[config.mk]
export PLATFORM = sky130hd
export DESIGN_NAME = mm_round_engine_flat
export DESIGN_NICKNAME = d
export VERILOG_FILES = /design/src/rtl/mm_round_engine_if.sv /design/src/rtl/mm_round_engine.sv /design/src/flat_wrapper.sv
export SDC_FILE = /design/constraint.sdc
export NUM_CORES = 1
export LEC_CHECK = 0
export ABC_AREA = 1
export BUFFER_PORTS_ARGS = -buffer_cell sky130_fd_sc_hd__buf_2
export CAP_MARGIN = 10
export CORE_ASPECT_RATIO = 2
export CORE_MARGIN = 2
export CORE_UTILIZATION = 32
export DETAILED_ROUTE_END_ITERATION = 10
export PLACE_DENSITY = 0.56
export REMOVE_ABC_BUFFERS = 1
export SYNTH_ARGS = -nofsm -noshare
export SYNTH_HDL_FRONTEND = slang
export SYNTH_SLANG_ARGS = --single-unit
[constraint.sdc]
create_clock -name clock -period 4.6 [get_ports clock]
set_input_delay 1.38 -clock clock [delete_from_list [all_inputs] [get_ports clock]]
set_output_delay 1.38 -clock clock [all_outputs]
set_load 0.01 [all_outputs]
[src/rtl/mm_round_engine_if.sv]
// Touch-panel, secret-code and score bundle between the front end and mm_round_engine.
interface mm_round_engine_if #(
  parameter int unsigned NUM_PEGS = 4,
  parameter int unsigned NUM_ROWS = 8
);
  localparam int unsigned CW = 3;
  localparam int unsigned PW = $clog2(NUM_PEGS + 1);
  localparam int unsigned RW = (NUM_ROWS > 1) ? $clog2(NUM_ROWS) : 1;

  logic [9:0]           touch_x;
  logic [9:0]           touch_y;
  logic                 touch_valid;
  logic [NUM_PEGS*CW-1:0] secret;
  logic                 secret_load;
  logic [NUM_PEGS*CW-1:0] guess;
  logic [RW-1:0]        row;
  logic [PW-1:0]        black;
  logic [PW-1:0]        white;
  logic                 score_valid;
  logic                 busy;
  logic                 game_won;
  logic                 game_lost;

  modport master (
    output touch_x, touch_y, touch_valid, secret, secret_load,
    input  guess, row, black, white, score_valid, busy, game_won, game_lost
  );

  modport slave (
    input  touch_x, touch_y, touch_valid, secret, secret_load,
    output guess, row, black, white, score_valid, busy, game_won, game_lost
  );
endinterface

[src/rtl/mm_round_engine.sv]
// Mastermind round controller: touch-driven peg entry plus multi-cycle black/white scoring.
// Optional MM_REPEAT_REJECT_EN: a submit repeating the last scored guess is ignored.
module mm_round_engine #(
  parameter int unsigned NUM_PEGS    = 4,
  parameter int unsigned NUM_COLORS  = 6,
  parameter int unsigned NUM_ROWS    = 8,
  parameter int unsigned CELL_W      = 96,
  parameter int unsigned CELL_H      = 100,
  parameter int unsigned HOLD_CYCLES = 10000000
) (
  input logic clock,
  input logic reset,
  mm_round_engine_if.slave bus
);

  localparam int unsigned CW = 3;
  localparam int unsigned PW = $clog2(NUM_PEGS + 1);
  localparam int unsigned RW = (NUM_ROWS > 1) ? $clog2(NUM_ROWS) : 1;
  localparam int unsigned HW = (HOLD_CYCLES > 1) ? $clog2(HOLD_CYCLES) : 1;
  localparam int unsigned GW = NUM_PEGS * CW;

  typedef enum logic [2:0] {IDLE, ENTRY, SCORE_B, SCORE_W, RESULT, DONE} stateT;

  stateT         stateQ, stateNext;
  logic [GW-1:0] secretQ, secretD;
  logic [GW-1:0] guessQ, guessD;
  logic [RW-1:0] rowQ, rowD;
  logic [PW-1:0] blackQ, blackD;
  logic [PW-1:0] whiteQ, whiteD;
  logic          scoreValidQ, scoreValidD;
  logic          busyQ, busyD;
  logic          wonQ, wonD;
  logic          lostQ, lostD;
  logic [HW-1:0] holdCntQ, holdCntD;
  logic [PW-1:0] lastCellQ, lastCellD;
  logic          pressLatchQ, pressLatchD;
  logic [PW-1:0] pegIdxQ, pegIdxD;
  logic [CW-1:0] colorIdxQ, colorIdxD;
  logic [PW-1:0] blackAccQ, blackAccD;
  logic [PW-1:0] totalAccQ, totalAccD;
`ifdef MM_REPEAT_REJECT_EN
  logic [GW-1:0] lastGuessQ, lastGuessD;
`endif

  // Number of pegs in a code holding the given colour.
  function automatic logic [PW-1:0] countColor(input logic [GW-1:0] code,
                                               input logic [CW-1:0] color);
    logic [PW-1:0] n;
    n = '0;
    for (int unsigned k = 0; k < NUM_PEGS; k++) begin
      if (code[k*CW +: CW] == color) n = n + PW'(1);
    end
    return n;
  endfunction

  // Out-of-range secret pegs become colour 1 so every code is playable.
  function automatic logic [GW-1:0] sanitize(input logic [GW-1:0] code);
    logic [GW-1:0] s;
    s = code;
    for (int unsigned k = 0; k < NUM_PEGS; k++) begin
      if (code[k*CW +: CW] == '0 || 32'(code[k*CW +: CW]) > NUM_COLORS) begin
        s[k*CW +: CW] = CW'(1);
      end
    end
    return s;
  endfunction

  function automatic logic [CW-1:0] nextColor(input logic [CW-1:0] c);
    return (c == '0 || 32'(c) >= NUM_COLORS) ? CW'(1) : c + CW'(1);
  endfunction

  // Cell decode against the active row band.
  logic [31:0] colFull, yPix, bandLo;
  logic        inBand, cellValid, isSubmit;
  logic [PW-1:0] cellId;

  assign colFull   = 32'(bus.touch_x) / CELL_W;
  assign yPix      = 32'(bus.touch_y);
  assign bandLo    = 32'(rowQ) * CELL_H;
  assign inBand    = (yPix >= bandLo) && (yPix < bandLo + CELL_H);
  assign cellValid = bus.touch_valid && inBand && (colFull <= NUM_PEGS);
  assign isSubmit  = (colFull == NUM_PEGS);
  assign cellId    = PW'(colFull);

  // A press fires once when the same cell has been held for HOLD_CYCLES cycles.
  logic track, sameCell, fire, pegFire, submitFire;

  assign track      = (stateQ == ENTRY) && cellValid && !pressLatchQ;
  assign sameCell   = (holdCntQ == '0) || (cellId == lastCellQ);
  assign fire       = track && sameCell && (holdCntQ == HW'(HOLD_CYCLES - 1));
  assign pegFire    = fire && !isSubmit;
  assign submitFire = fire && isSubmit;

  logic allSet, repeatHit, submitOk;

  always_comb begin
    allSet = 1'b1;
    for (int unsigned k = 0; k < NUM_PEGS; k++) begin
      if (guessQ[k*CW +: CW] == '0) allSet = 1'b0;
    end
  end

`ifdef MM_REPEAT_REJECT_EN
  assign repeatHit = (guessQ == lastGuessQ);
`else
  assign repeatHit = 1'b0;
`endif

  assign submitOk = allSet && !repeatHit;

  // Per-step scoring terms: current peg match and current colour overlap.
  logic          pegMatch;
  logic [PW-1:0] guessCnt, secretCnt, colorMin;
  logic          lastPeg, lastColor;

  always_comb begin
    pegMatch = 1'b0;
    for (int unsigned k = 0; k < NUM_PEGS; k++) begin
      if (PW'(k) == pegIdxQ) pegMatch = (guessQ[k*CW +: CW] == secretQ[k*CW +: CW]);
    end
    guessCnt  = countColor(guessQ, colorIdxQ);
    secretCnt = countColor(secretQ, colorIdxQ);
    colorMin  = (guessCnt < secretCnt) ? guessCnt : secretCnt;
  end

  assign lastPeg   = (pegIdxQ == PW'(NUM_PEGS - 1));
  assign lastColor = (colorIdxQ == CW'(NUM_COLORS));

  always_ff @(posedge clock or negedge reset) begin
    if (!reset) stateQ <= IDLE;
    else        stateQ <= stateNext;
  end

  always_comb begin
    stateNext = stateQ;
    if (bus.secret_load) begin
      stateNext = ENTRY;
    end else begin
      case (stateQ)
        ENTRY:   if (submitFire && submitOk) stateNext = SCORE_B;
        SCORE_B: if (lastPeg) stateNext = SCORE_W;
        SCORE_W: if (lastColor) stateNext = RESULT;
        RESULT:  stateNext = (blackQ == PW'(NUM_PEGS) || rowQ == '0) ? DONE : ENTRY;
        default: stateNext = stateQ;
      endcase
    end
  end

  always_comb begin
    secretD     = secretQ;
    guessD      = guessQ;
    rowD        = rowQ;
    blackD      = blackQ;
    whiteD      = whiteQ;
    scoreValidD = 1'b0;
    busyD       = busyQ;
    wonD        = wonQ;
    lostD       = lostQ;
    holdCntD    = '0;
    lastCellD   = lastCellQ;
    pressLatchD = pressLatchQ;
    pegIdxD     = pegIdxQ;
    colorIdxD   = colorIdxQ;
    blackAccD   = blackAccQ;
    totalAccD   = totalAccQ;
`ifdef MM_REPEAT_REJECT_EN
    lastGuessD  = lastGuessQ;
`endif

    if (track && sameCell && !fire) holdCntD = holdCntQ + HW'(1);
    if (track && holdCntQ == '0)    lastCellD = cellId;
    if (fire)                       pressLatchD = 1'b1;
    if (!bus.touch_valid)           pressLatchD = 1'b0;

    if (bus.secret_load) begin
      secretD  = sanitize(bus.secret);
      guessD   = '0;
      rowD     = RW'(NUM_ROWS - 1);
      blackD   = '0;
      whiteD   = '0;
      busyD    = 1'b0;
      wonD     = 1'b0;
      lostD    = 1'b0;
      holdCntD = '0;
`ifdef MM_REPEAT_REJECT_EN
      lastGuessD = '0;
`endif
    end else begin
      case (stateQ)
        ENTRY: begin
          if (pegFire) begin
            for (int unsigned k = 0; k < NUM_PEGS; k++) begin
              if (PW'(k) == cellId) guessD[k*CW +: CW] = nextColor(guessQ[k*CW +: CW]);
            end
          end else if (submitFire && submitOk) begin
            busyD     = 1'b1;
            pegIdxD   = '0;
            blackAccD = '0;
          end
        end
        SCORE_B: begin
          blackAccD = blackAccQ + PW'(pegMatch);
          pegIdxD   = pegIdxQ + PW'(1);
          if (lastPeg) begin
            colorIdxD = CW'(1);
            totalAccD = '0;
          end
        end
        SCORE_W: begin
          totalAccD = totalAccQ + colorMin;
          colorIdxD = colorIdxQ + CW'(1);
          // Publish on the last colour so the score is visible during RESULT.
          if (lastColor) begin
            blackD      = blackAccQ;
            whiteD      = totalAccQ + colorMin - blackAccQ;
            scoreValidD = 1'b1;
            busyD       = 1'b0;
          end
        end
        RESULT: begin
`ifdef MM_REPEAT_REJECT_EN
          lastGuessD = guessQ;
`endif
          if (blackQ == PW'(NUM_PEGS)) begin
            wonD = 1'b1;
          end else if (rowQ == '0) begin
            lostD = 1'b1;
          end else begin
            rowD   = rowQ - RW'(1);
            guessD = '0;
          end
        end
        default: ;
      endcase
    end
  end

  always_ff @(posedge clock or negedge reset) begin
    if (!reset) begin
      secretQ     <= '0;
      guessQ      <= '0;
      rowQ        <= RW'(NUM_ROWS - 1);
      blackQ      <= '0;
      whiteQ      <= '0;
      scoreValidQ <= 1'b0;
      busyQ       <= 1'b0;
      wonQ        <= 1'b0;
      lostQ       <= 1'b0;
      holdCntQ    <= '0;
      lastCellQ   <= '0;
      pressLatchQ <= 1'b0;
      pegIdxQ     <= '0;
      colorIdxQ   <= '0;
      blackAccQ   <= '0;
      totalAccQ   <= '0;
`ifdef MM_REPEAT_REJECT_EN
      lastGuessQ  <= '0;
`endif
    end else begin
      secretQ     <= secretD;
      guessQ      <= guessD;
      rowQ        <= rowD;
      blackQ      <= blackD;
      whiteQ      <= whiteD;
      scoreValidQ <= scoreValidD;
      busyQ       <= busyD;
      wonQ        <= wonD;
      lostQ       <= lostD;
      holdCntQ    <= holdCntD;
      lastCellQ   <= lastCellD;
      pressLatchQ <= pressLatchD;
      pegIdxQ     <= pegIdxD;
      colorIdxQ   <= colorIdxD;
      blackAccQ   <= blackAccD;
      totalAccQ   <= totalAccD;
`ifdef MM_REPEAT_REJECT_EN
      lastGuessQ  <= lastGuessD;
`endif
    end
  end

  assign bus.guess       = guessQ;
  assign bus.row         = rowQ;
  assign bus.black       = blackQ;
  assign bus.white       = whiteQ;
  assign bus.score_valid = scoreValidQ;
  assign bus.busy        = busyQ;
  assign bus.game_won    = wonQ;
  assign bus.game_lost   = lostQ;

endmodule

[src/flat_wrapper.sv]
// flat-port wrapper written by rule: the top's interface ports become plain ports
module mm_round_engine_flat 
#(
  parameter int unsigned NUM_PEGS    = 4,
  parameter int unsigned NUM_COLORS  = 6,
  parameter int unsigned NUM_ROWS    = 8,
  parameter int unsigned CELL_W      = 96,
  parameter int unsigned CELL_H      = 100,
  parameter int unsigned HOLD_CYCLES = 10000000
)
  (clock, reset, bus_touch_x, bus_touch_y, bus_touch_valid, bus_secret, bus_secret_load, bus_guess, bus_row, bus_black, bus_white, bus_score_valid, bus_busy, bus_game_won, bus_game_lost);
  mm_round_engine_if #(.NUM_PEGS(NUM_PEGS), .NUM_ROWS(NUM_ROWS)) bus_i ();
  input logic clock;
  input logic reset;
  input wire logic [$bits(bus_i.touch_x)-1:0] bus_touch_x;
  input wire logic [$bits(bus_i.touch_y)-1:0] bus_touch_y;
  input wire logic [$bits(bus_i.touch_valid)-1:0] bus_touch_valid;
  input wire logic [$bits(bus_i.secret)-1:0] bus_secret;
  input wire logic [$bits(bus_i.secret_load)-1:0] bus_secret_load;
  output wire logic [$bits(bus_i.guess)-1:0] bus_guess;
  output wire logic [$bits(bus_i.row)-1:0] bus_row;
  output wire logic [$bits(bus_i.black)-1:0] bus_black;
  output wire logic [$bits(bus_i.white)-1:0] bus_white;
  output wire logic [$bits(bus_i.score_valid)-1:0] bus_score_valid;
  output wire logic [$bits(bus_i.busy)-1:0] bus_busy;
  output wire logic [$bits(bus_i.game_won)-1:0] bus_game_won;
  output wire logic [$bits(bus_i.game_lost)-1:0] bus_game_lost;
  assign bus_i.touch_x = bus_touch_x;
  assign bus_i.touch_y = bus_touch_y;
  assign bus_i.touch_valid = bus_touch_valid;
  assign bus_i.secret = bus_secret;
  assign bus_i.secret_load = bus_secret_load;
  assign bus_guess = bus_i.guess;
  assign bus_row = bus_i.row;
  assign bus_black = bus_i.black;
  assign bus_white = bus_i.white;
  assign bus_score_valid = bus_i.score_valid;
  assign bus_busy = bus_i.busy;
  assign bus_game_won = bus_i.game_won;
  assign bus_game_lost = bus_i.game_lost;
  mm_round_engine #(.NUM_PEGS(NUM_PEGS), .NUM_COLORS(NUM_COLORS), .NUM_ROWS(NUM_ROWS), .CELL_W(CELL_W), .CELL_H(CELL_H), .HOLD_CYCLES(HOLD_CYCLES)) u_core (.clock(clock), .reset(reset), .bus(bus_i));
endmodule
# Word level (Yosys, flattened, before mapping)
# Cells that the tools add are included.
# classes
addsub	18
mul	1
div	1
n_lt_le_gt_ge	12
eq_ne	45
n_mux	77
bitwise	1
reduce_logical	59
# ops
op	count
3-bit two-way mux	38
12-bit two-way mux	4
24-bit two-way mux	2
3-bit == test	13
3-bit zero test	11
10-bit by 7-bit divider with 32-bit output (second input constant)	1
32-bit by 3-bit == test with 1-bit output (second input constant)	1
32-bit by 3-bit <= comparator with 1-bit output (second input constant)	1
10-bit by 32-bit less-than comparator with 1-bit output	1
3-bit by 1-bit adder with 3-bit output (second input constant)	10
1-bit two-way mux	26
24-bit by 1-bit adder with 24-bit output (second input constant)	1
24-bit == test (second input constant)	1
24-bit zero test	1
3-bit inequality test (second input constant)	8
12-bit one-hot mux with 2 select lines	1
3-bit one-hot mux with 2 select lines	4
5-bit AND reduction	4
2-bit nonzero test	7
2-bit by 3-bit == test with 1-bit output (first input constant)	4
3-bit >= comparator (second input constant)	4
3-bit > comparator (second input constant)	4
1-bit logical AND	12
3-bit one-hot mux with 4 select lines	1
other kinds (25)	54
# totals
regBits	80
input_bits	36
output_inout_bits	25

# Longest topological paths before layout
# Gate-level depths: netlist of run 1.
# depth
word_depth	16
ltp_mapped	24
mapped_depth_nobuf	23

# Worst setup path before layout of run 1
# OpenSTA, ideal clock, no wires.
# synth_path
path_kind	reg-to-reg
from	register u_core.colorIdxQ[0]
to	register u_core.whiteQ[2] (netlist: u_core.bus.white[2])
setup_ns	0.076
t_arrival_ns	4.231
t_required_ns	4.524
setup_slack_ns	0.293
path_stages_with_launch	24
path_buffers	1
period_less_slack_ns	4.307
cell_sequence	dfrtp_1 > buf_2 > xnor2_1 > nand2_1 > nor2_1 > ha_1 > or2_2 > nand2_1 > inv_1 > ha_1 > nand4_1 > xnor2_1 > inv_1 > ha_1 > a21oi_1 > nand2_1 > o21ai_0 > ha_1 > inv_1 > fa_1 > fa_1 > xor2_1 > xor2_1 > o21ai_1
# synth_between
elab_chain_len	15
# synth_lines
item	line_no	source
start: declaration	mm_round_engine.sv:38	logic [CW-1:0] colorIdxQ, colorIdxD;
start signal: assignment	mm_round_engine.sv:273	colorIdxQ <= colorIdxD;
3-bit == test	mm_round_engine.sv:51	if (code[k*CW +: CW] == color) n = n + PW'(1);
1-bit two-way mux	mm_round_engine.sv:51	
1-bit by 1-bit adder with 2-bit output	mm_round_engine.sv:51	
3-bit two-way mux	mm_round_engine.sv:51	
3-bit by 1-bit adder with 3-bit output	mm_round_engine.sv:51	
3-bit two-way mux	mm_round_engine.sv:51	
3-bit by 1-bit adder with 3-bit output	mm_round_engine.sv:51	
3-bit two-way mux	mm_round_engine.sv:51	
3-bit less-than comparator	mm_round_engine.sv:123	colorMin = (guessCnt < secretCnt) ? guessCnt : secretCnt;
3-bit two-way mux	mm_round_engine.sv:123	
3-bit adder	mm_round_engine.sv:215	whiteD = totalAccQ + colorMin - blackAccQ;
3-bit subtractor	mm_round_engine.sv:215	
3-bit two-way mux	mm_round_engine.sv:213	if (lastColor) begin
3-bit two-way mux	mm_round_engine.sv:189	case (stateQ)
3-bit two-way mux	mm_round_engine.sv:175	if (bus.secret_load) begin
end signal: assignment	mm_round_engine.sv:264	whiteQ <= whiteD;
end: declaration	mm_round_engine.sv:29	logic [PW-1:0] whiteQ, whiteD;
# Several ways; a longest one is shown, not always the timed one. The select of a mux whose other input is x is not followed.
# A chain may end at the register's enable or synchronous reset.

# Final worst setup path of run 1
# Same ends and word-level chain as after synthesis.

==> load_flow_metrics.sql, run 1 <==
INSERT INTO impl_metrics (metric_group, metric, value, unit) VALUES
('placement', 'gp_routability_congestion', '0.7999', ''),
('sta', 'layout_worst_path_cycle_share', '0.9542', ''),
('cells_and_area', 'post_route_cells_drive_above_1_share', '0.2048', ''),
('route', 'route.detailed.wl_per_inst', '14.23', 'um'),
('sta', 'finClkSkew', '0.01370', 'ns'),
('worst_setup_path', 'setup.worst_path.end_class', 'flop', ''),
('sta', 'normalized_max_slew_margin', '0.2287', ''),
('global_route', 'vias_in_the_first_global_route', '5370', ''),
('cells_and_area', 'number_of_flip_flops_in_the_largest_register', '24', ''),
('synth', 'synth_most_common_cell', 'nand2_1', ''),
('clock_network', 'clk_pin_slew_worst_paths', '0.07', 'ns'),
('sta', 'rsz0062_at_grt', 'no', ''),
('cells_and_area', 'registers.top_by_ff_count', 'u_core.holdCntQ', ''),
('sta', 'clock.fmax', '0.2278', 'GHz'),
('route', 'remaining_drc_errors', '0', ''),
('power_and_ir_drop', 'power.ir.vdd_worst', '0.3660', 'mV'),
('synth', 'netlist_instances', '776', ''),
('synth', 'yosysTopAreaCellShare', '0.3198', ''),
('route', 'final_antenna_net_count', '0', ''),
('synth', 'ys_dominant_reg_cell', 'dfrtp_1', ''),
('clock_network', 'cts_buffer_depth', '2', ''),
('floorplan', 'boundaryPins', '61', ''),
('sta', 'final.min_clock_period', '4.389', 'ns'),
('cells_and_area', 'finalCoreUtilization', '0.3889', ''),
('power_and_ir_drop', 'cellLeakagePower', '3.578', 'nW'),
('sta', 'finalSetupViolCount', '0', ''),
('global_route', 'grt_overflow', '0', ''),
('floorplan', 'core_rows', '71', ''),
('route', 'firstDrtPassIters', '4', ''),
('floorplan', 'fp.dieArea', '20010', 'um^2'),
('sta', 'worst-slew-pin-transition', '1.157', 'ns'),
('worst_setup_path', 'worst-path-max-fanout', '4', ''),
('global_route', 'globalRouteTotalUtil', '0.1646', ''),
('worst_setup_path', 'crit_type', 'flop to flop', ''),
('clock_network', 'ctsHtreeMaxLevel', '3', ''),
('synth', 'mappedNetlistArea', '6025', 'um^2'),
('synth', 'yosys_warnings', '0', ''),
('worst_setup_path', 'cp_data_required_time', '4.88', 'ns'),
('clock_network', 'tritoncts_num_sinks', '80', ''),
('clock_network', 'root_buffer', 'clkbuf_16', ''),
('synth', 'synthArstFlopShare', '1.000', ''),
('route', 'drt_first_iter_violations', '131', ''),
('worst_setup_path', 'crit_path_start_kind', 'flop', ''),
('cells_and_area', 'total_nets_final', '957', ''),
('route', 'vias_per_cell', '4.916', ''),
('power_and_ir_drop', 'totalPowerFinal', '4.993', 'mW'),
('synth', 'synth_unique_cells', '49', ''),
('synth', 'synthTopCellsByCount', 'nand2_1 (154), inv_1 (102), dfrtp_1 (77)', ''),
('run', 'maxCapViolCount', '0', ''),
('synth', 'post-synth-top-area-cell', 'dfrtp_1', ''),
('floorplan', 'die_h', '198.0', 'um'),
('route', 'route.final.wire_length', '15.49', 'mm'),
('cells_and_area', 'nFillCells', '1950', ''),
('floorplan', 'core_area', '18660', 'um^2'),
('cells_and_area', 'antenna-diode-count', '0', ''),
('worst_setup_path', 'wp_data_arrival', '4.67', 'ns'),
('global_route', 'largest_net_degree_at_the_start_of_global_routing', '76', ''),
('clock_network', 'worst_skew_pair.late_latency', '0.35', 'ns'),
('floorplan', 'initial_core_util', '0.3229', ''),
('power_and_ir_drop', 'power-per-cell-area', '688.1', 'nW/um^2'),
('sta', 'slew_violations', '0', ''),
('route', 'via_count', '5349', ''),
('worst_hold_path', 'hold_path.class', 'flop to flop', ''),
('synth', 'synth_sequential_area_ratio', '0.3329', ''),
('placement', 'port_buffers', '55', ''),
('placement', 'place.detailed.hpwl', '12.38', 'mm'),
('floorplan', 'die-width', '101.0', 'um'),
('synth', 'syn_area_per_cell', '7.764', 'um^2'),
('global_route', 'grt_antenna_before_repair', '0', ''),
('synth', 'ys_ff_latch', '80', ''),
('global_route', 'grt_pass1_wl', '25.70', 'mm'),
('cells_and_area', 'area_growth', '20.44', '%'),
('sta', 'hold_viol_final', '0', ''),
('synth', 'post_synth_main_area_contributors', 'dfrtp_1 (32%), ha_1 (11%), nand2_1 (9.6%), inv_1 (6.4%), o21ai_0 (4.4%)', ''),
('outcome', 'status', 'finished, final reports clean', ''),
('clock_network', 'cts_inserted_buffers', '9', ''),
('clock_network', 'cts_tree', 'built', ''),
('synth', 'synth_enable_flop_cells', '0', '');
## logic make-up after synthesis
family / synth area share
DFF: 0.3329
AOI/OAI and AO/OA: 0.1038
xor gates and xnor gates: 0.07996
buffers and inverters: 0.08390
and+or+nand+nor: 0.2716
adders and majority gates: 0.1209
muxes: 0.006854
## cell usage in the layout, fill, tap and decap left out, types with 14 or more instances in the layout
cell type and instances:
nand3_1 33, buf_2 54, nor3_1 19, inv_1 102, dfrtp_1 76, nand2_1 153
xor2_1 23, xnor2_1 26, o21ai_0 51, nand2_2 14, a21oi_1 22, nor2_1 59
buf_4 38, nand4_1 29, ha_1 52
## what timing repair did
item / CTS / global route
hold buffers: 0 / 0
gates cloned: 0 / 0
pin swaps: 0 / 11
endpoints found under the setup margin: 1 / 2
gates resized for setup: 3 / 18
buffers inserted: 0 / 4
## power breakdown
part / total (mW) / internal, mW / switching, mW
sequential: 0.999 / 0.842 / 0.157
combinational: 3.14 / 1.42 / 1.72
clock: 0.852 / 0.548 / 0.304
total: 4.99 / 2.81 / 2.18
## worst max-delay path, cell delays in order, from the launching register on
cell     delay, ns
dfrtp_1       0.41
buf_4         0.18
xnor2_1       0.17
and3_1        0.19
ha_1          0.24
or2_2         0.29
nand2_1       0.08
inv_1         0.05
ha_1          0.26
mux2_2        0.28
ha_2          0.31
nand3_1       0.08
nand2_2       0.11
nand2_1       0.07
o21ai_2       0.08
ha_2          0.18
inv_1         0.05
fa_2          0.47
fa_2          0.36
xor2_2        0.15
xor2_1        0.16
o21ai_1       0.13
## cell type report
cell class	instances	area, um^2	share of cell area
multi-input combinational	568	3611	0.4977
sequential	80	2007	0.2766
timing repair buffer	94	595.6	0.08208
inverter	111	416.7	0.05742
tap	219	274.0	0.03777
clock buffer	10	239.0	0.03294
clock inverter	6	112.6	0.01552
## final timing paths
check	slack (ns)	start	cells after the start	endpoint
worst max-delay path	0.21	u_core.colorIdxQ[0]	21	u_core.bus.white[2]
worst min-delay path	0.49	u_core.pegIdxQ[2]	2	u_core.pegIdxQ[2]
worst max register to register	0.21	u_core.colorIdxQ[0]	21	u_core.bus.white[2]
worst min register to register	0.49	u_core.pegIdxQ[2]	2	u_core.pegIdxQ[2]
max in group asynchronous	2.73	reset	1	u_core.colorIdxQ[2]
min in group asynchronous	1.17	reset	1	u_core.secretQ[4]
## through the flow
step	instances	cell area, um^2	setup TNS [ns]	setup WS (ns)	hold slack (ns)
4_1_cts	1084	7131	0	0.04882	0.4949
5_1_grt	1088	7256	0	0.002120	0.5234
2_1_floorplan	759	5936	0	0.2819	0.4536
6_report	1088	7256	0	0.2108	0.4930
3_3_place_gp	1068	6775	-0.04500	-0.04500	0.4676
3_5_place_dp	1068	6775	-0.07375	-0.07375	0.4776
## per-layer routing
| metal | track usage | up-vias | wire length (um) |
|---|---|---|---|
| met5 | 0 | - | 0 |
| met4 | 0.06156 | 0 | 382 |
| met3 | 0.02118 | 18 | 282 |
| met2 | 0.3380 | 56 | 9278 |
| met1 | 0.1583 | 2552 | 5543 |
| li1 | - | 2723 | - |
(Power assumes the default switching activity.)
==> run 2, diff against run 1 <==
--- a/config.mk
+++ b/config.mk
@@ -13,6 +13,7 @@
 export CORE_UTILIZATION = 32
 export DETAILED_ROUTE_END_ITERATION = 10
 export PLACE_DENSITY = 0.56
+export RECOVER_POWER = 25
 export REMOVE_ABC_BUFFERS = 1
 export SYNTH_ARGS = -nofsm -noshare
 export SYNTH_HDL_FRONTEND = slang
==> constraint.sdc (replaced) <==
create_clock -name clock -period 3.6 [get_ports clock]
set_input_delay 1.08 -clock clock [delete_from_list [all_inputs] [get_ports clock]]
set_output_delay 1.08 -clock clock [all_outputs]
set_load 0.01 [all_outputs]
==> load_flow_metrics.sql, run 2 (synthesis results as in run 1) <==
INSERT INTO impl_metrics (metric_group, metric, value, unit) VALUES
('worst_hold_path', 'worstHoldEndpoint', 'u_core.pegIdxQ[2]', ''),
('route', 'firstDrtPassIters', '4', ''),
('worst_setup_path', 'rr_endpoint', 'u_core.bus.white[2]', ''),
('power_and_ir_drop', 'swShare', '0.4320', ''),
('sta', 'finalSetupViolCount', '4', ''),
('worst_setup_path', 'reg2regPathDepth', '22', ''),
('global_route', 'grt_overflow', '0', ''),
('clock_network', 'worst_skew_pair.late_latency', '0.34', 'ns'),
('global_route', 'vias_in_the_first_global_route', '5573', ''),
('cells_and_area', 'number_of_flip_flops_in_the_largest_register', '24', ''),
('power_and_ir_drop', 'cellLeakagePower', '3.818', 'nW'),
('clock_network', 'root_buffer', 'clkbuf_16', ''),
('sta', 'least_setup_slack_across_all_paths_after_layout', '-0.6288', 'ns'),
('worst_setup_path', 'critical-path-max-stage-delay', '0.46', 'ns'),
('worst_hold_path', 'hold_path.class', 'flop to flop', ''),
('power_and_ir_drop', 'power-per-cell-area', '903.7', 'nW/um^2'),
('cells_and_area', 'final-instance-count-excl-fill', '1134', ''),
('cells_and_area', 'total_nets_final', '1004', ''),
('clock_network', 'cts_tree', 'built', ''),
('placement', 'place_worst_setup_slack', '-0.9615', 'ns'),
('power_and_ir_drop', 'power.ir.vdd_worst', '0.4973', 'mV'),
('worst_setup_path', 'cp_cell_sequence', 'buf_12 -> xnor2_1 -> and3_1 -> ha_1 -> or2_2 -> nand2_2 -> inv_1 -> ha_2 -> nand4_1 -> xnor2_1 -> inv_1 -> ha_4 -> a21oi_4 -> nand2_2 -> o21ai_2 -> ha_2 -> inv_2 -> fa_2 -> fa_2 -> xor2_2 -> xor2_1 -> o21ai_1', ''),
('floorplan', 'die-width', '101.0', 'um'),
('worst_setup_path', 'timing.critical_path.slowest_stage_cell', 'fa_2', ''),
('sta', 'finClkSkew', '0.01040', 'ns'),
('outcome', 'status', 'finished, violations left', ''),
('floorplan', 'core_rows', '71', ''),
('sta', 'normalized_max_slew_margin', '-0.5360', ''),
('route', 'remaining_drc_errors', '0', ''),
('clock_network', 'clk_pin_slew_worst_paths', '0.06', 'ns'),
('sta', 'worst-slew-pin-transition', '2.304', 'ns'),
('sta', 'clock.fmax', '0.2365', 'GHz'),
('clock_network', 'ctsHtreeMaxLevel', '3', ''),
('global_route', 'grt_pass1_wl', '26.27', 'mm'),
('worst_setup_path', 'wp_data_arrival', '4.50', 'ns'),
('cells_and_area', 'area_growth', '30.30', '%'),
('worst_setup_path', 'setup.worst_path.end_class', 'flop', ''),
('sta', 'timing.hold.ws', '0.4890', 'ns'),
('cells_and_area', 'most-common-layout-cells', 'nand2_1 (148), inv_1 (97), dfrtp_1 (76)', ''),
('clock_network', 'cts_inserted_buffers', '9', ''),
('clock_network', 'tritoncts_num_sinks', '80', ''),
('outcome', 'failed_checks', 'max-capacitance violations, max-slew violations, negative setup slack', ''),
('route', 'drt_first_iter_violations', '106', ''),
('worst_setup_path', 'crit_reg_reg_startpoint', 'u_core.colorIdxQ[0]', ''),
('placement', 'gp_routability_congestion', '0.8304', ''),
('placement', 'place.detailed.instances', '1106', ''),
('sta', 'final.min_clock_period', '4.229', 'ns'),
('floorplan', 'core_area', '18660', 'um^2'),
('route', 'final_antenna_net_count', '0', ''),
('route', 'route.final.wire_length', '16.80', 'mm'),
('floorplan', 'fp.dieArea', '20010', 'um^2'),
('power_and_ir_drop', 'switchingPower', '3.065', 'mW'),
('worst_setup_path', 'worst-path-max-fanout', '4', ''),
('worst_setup_path', 'crit_family', 'adder cells', ''),
('worst_setup_path', 'worst-r2r-setup-slack', '-0.63', 'ns'),
('power_and_ir_drop', 'combPwrFrac', '0.706', ''),
('worst_setup_path', 'crit_type', 'flop to flop', ''),
('cells_and_area', 'commonest_non_fill_non_tap_cell_in_the_layout', 'nand2_1', ''),
('power_and_ir_drop', 'clock_power_share', '0.119', ''),
('route', 'vias_per_cell', '4.877', ''),
('worst_setup_path', 'cp_num_buf_inv', '4', ''),
('power_and_ir_drop', 'totalPowerFinal', '7.094', 'mW'),
('cells_and_area', 'registers.top_by_ff_count', 'u_core.holdCntQ', ''),
('floorplan', 'die_h', '198.0', 'um'),
('sta', 'slew_violations', '42', ''),
('cells_and_area', 'antenna-diode-count', '0', ''),
('global_route', 'largest_net_degree_at_the_start_of_global_routing', '43', ''),
('run', 'maxCapViolCount', '1', ''),
('clock_network', 'cts_buffer_depth', '2', ''),
('sta', 'layout_worst_path_cycle_share', '1.175', ''),
('worst_setup_path', 'cp_data_required_time', '3.87', 'ns'),
('route', 'route.detailed.wl_per_inst', '14.82', 'um'),
('sta', 'rsz0062_at_grt', 'yes', ''),
('placement', 'port_buffers', '55', ''),
('worst_setup_path', 'crit_path_start_kind', 'flop', ''),
('global_route', 'globalRouteTotalUtil', '0.1693', ''),
('floorplan', 'boundaryPins', '61', ''),
('power_and_ir_drop', 'cellInternalPower', '4.030', 'mW'),
('worst_hold_path', 'hold_path.startpoint', 'u_core.pegIdxQ[2]', ''),
('placement', 'place.detailed.hpwl', '13.28', 'mm'),
('global_route', 'grt_antenna_before_repair', '0', ''),
('sta', 'hold_viol_final', '0', ''),
('worst_hold_path', 'whs_path_depth', '2', ''),
('power_and_ir_drop', 'sequentialPowerShare', '0.175', ''),
('route', 'via_count', '5531', ''),
('clock_network', 'hold_buffers', '0', ''),
('cells_and_area', 'post_route_cells_drive_above_1_share', '0.2776', ''),
('floorplan', 'initial_core_util', '0.3229', '');
-- run 2: metrics by stage --
step,TNS (ns),utilization,area (um^2)
2_1_floorplan,-1.600,-,5936
3_3_place_gp,-2.762,0.3798,7086
3_5_place_dp,-2.911,0.3798,7086
4_1_cts,-1.481,0.4023,7506
5_1_grt,-3.392,0.4208,7850
6_report,-1.491,0.4208,7850
-- run 2: layer usage --
metal  part of all wire  global-route usage  vias to the layer above
met5                  0                   0                        -
met4              0.053             0.08759                        0
met3              0.017             0.01659                       40
met2               0.59              0.3479                       83
met1               0.34              0.1552                     2603
li1                   -                   -                     2805
-- run 2: tightest hold or removal path: cells and delay by family, from the launching register on --
| family | cells | cell delay, ns |
|---|---|---|
| DFF | 1 | 0.35 |
| and+or+nand+nor | 1 | 0.06 |
| AOI/OAI and AO/OA | 1 | 0.04 |
-- run 2: power by group through the flow --
stage,combinational [mW],clock (mW),sequential (mW)
detailed placement,4.07,0,1.25
global route,5.57,0.909,1.27
global placement,4.02,0,1.24
floorplan,2.33,0,1.33
finish,5.01,0.846,1.24
CTS,4.58,0.870,1.23
-- run 2: final cells by class --
type | instances | area, um^2
timing repair buffer | 140 | 1027
fill | 1924 | 10810
clock buffer | 12 | 256.5
sequential | 80 | 2007
tap | 219 | 274.0
clock inverter | 3 | 17.52
inverter | 111 | 416.7
multi-input combinational | 569 | 3851
-- run 2: timing repair --
| action | in CTS | in global routing |
|---|---|---|
| pin swaps | 18 | 22 |
| setup buffers | 4 | 5 |
| gates cloned | 0 | 3 |
| resized for setup | 31 | 49 |
| endpoints found under the setup margin | 21 | 48 |
-- run 2: how the worst max path moves through the flow --
| stage | startpoint | to | slack [ns] | cells after the start |
|---|---|---|---|---|
| 2_1_floorplan | u_core.colorIdxQ[0] | u_core.bus.white[2] | -0.72 | 22 |
| 3_3_place_gp | u_core.colorIdxQ[0] | u_core.bus.white[2] | -0.93 | 22 |
| 3_5_place_dp | u_core.colorIdxQ[2] | u_core.bus.white[2] | -0.96 | 20 |
| 4_1_cts | u_core.colorIdxQ[0] | u_core.bus.white[2] | -0.62 | 22 |
| 5_1_grt | u_core.colorIdxQ[0] | u_core.bus.white[2] | -0.87 | 22 |
| 6_report | u_core.colorIdxQ[0] | u_core.bus.white[2] | -0.63 | 22 |
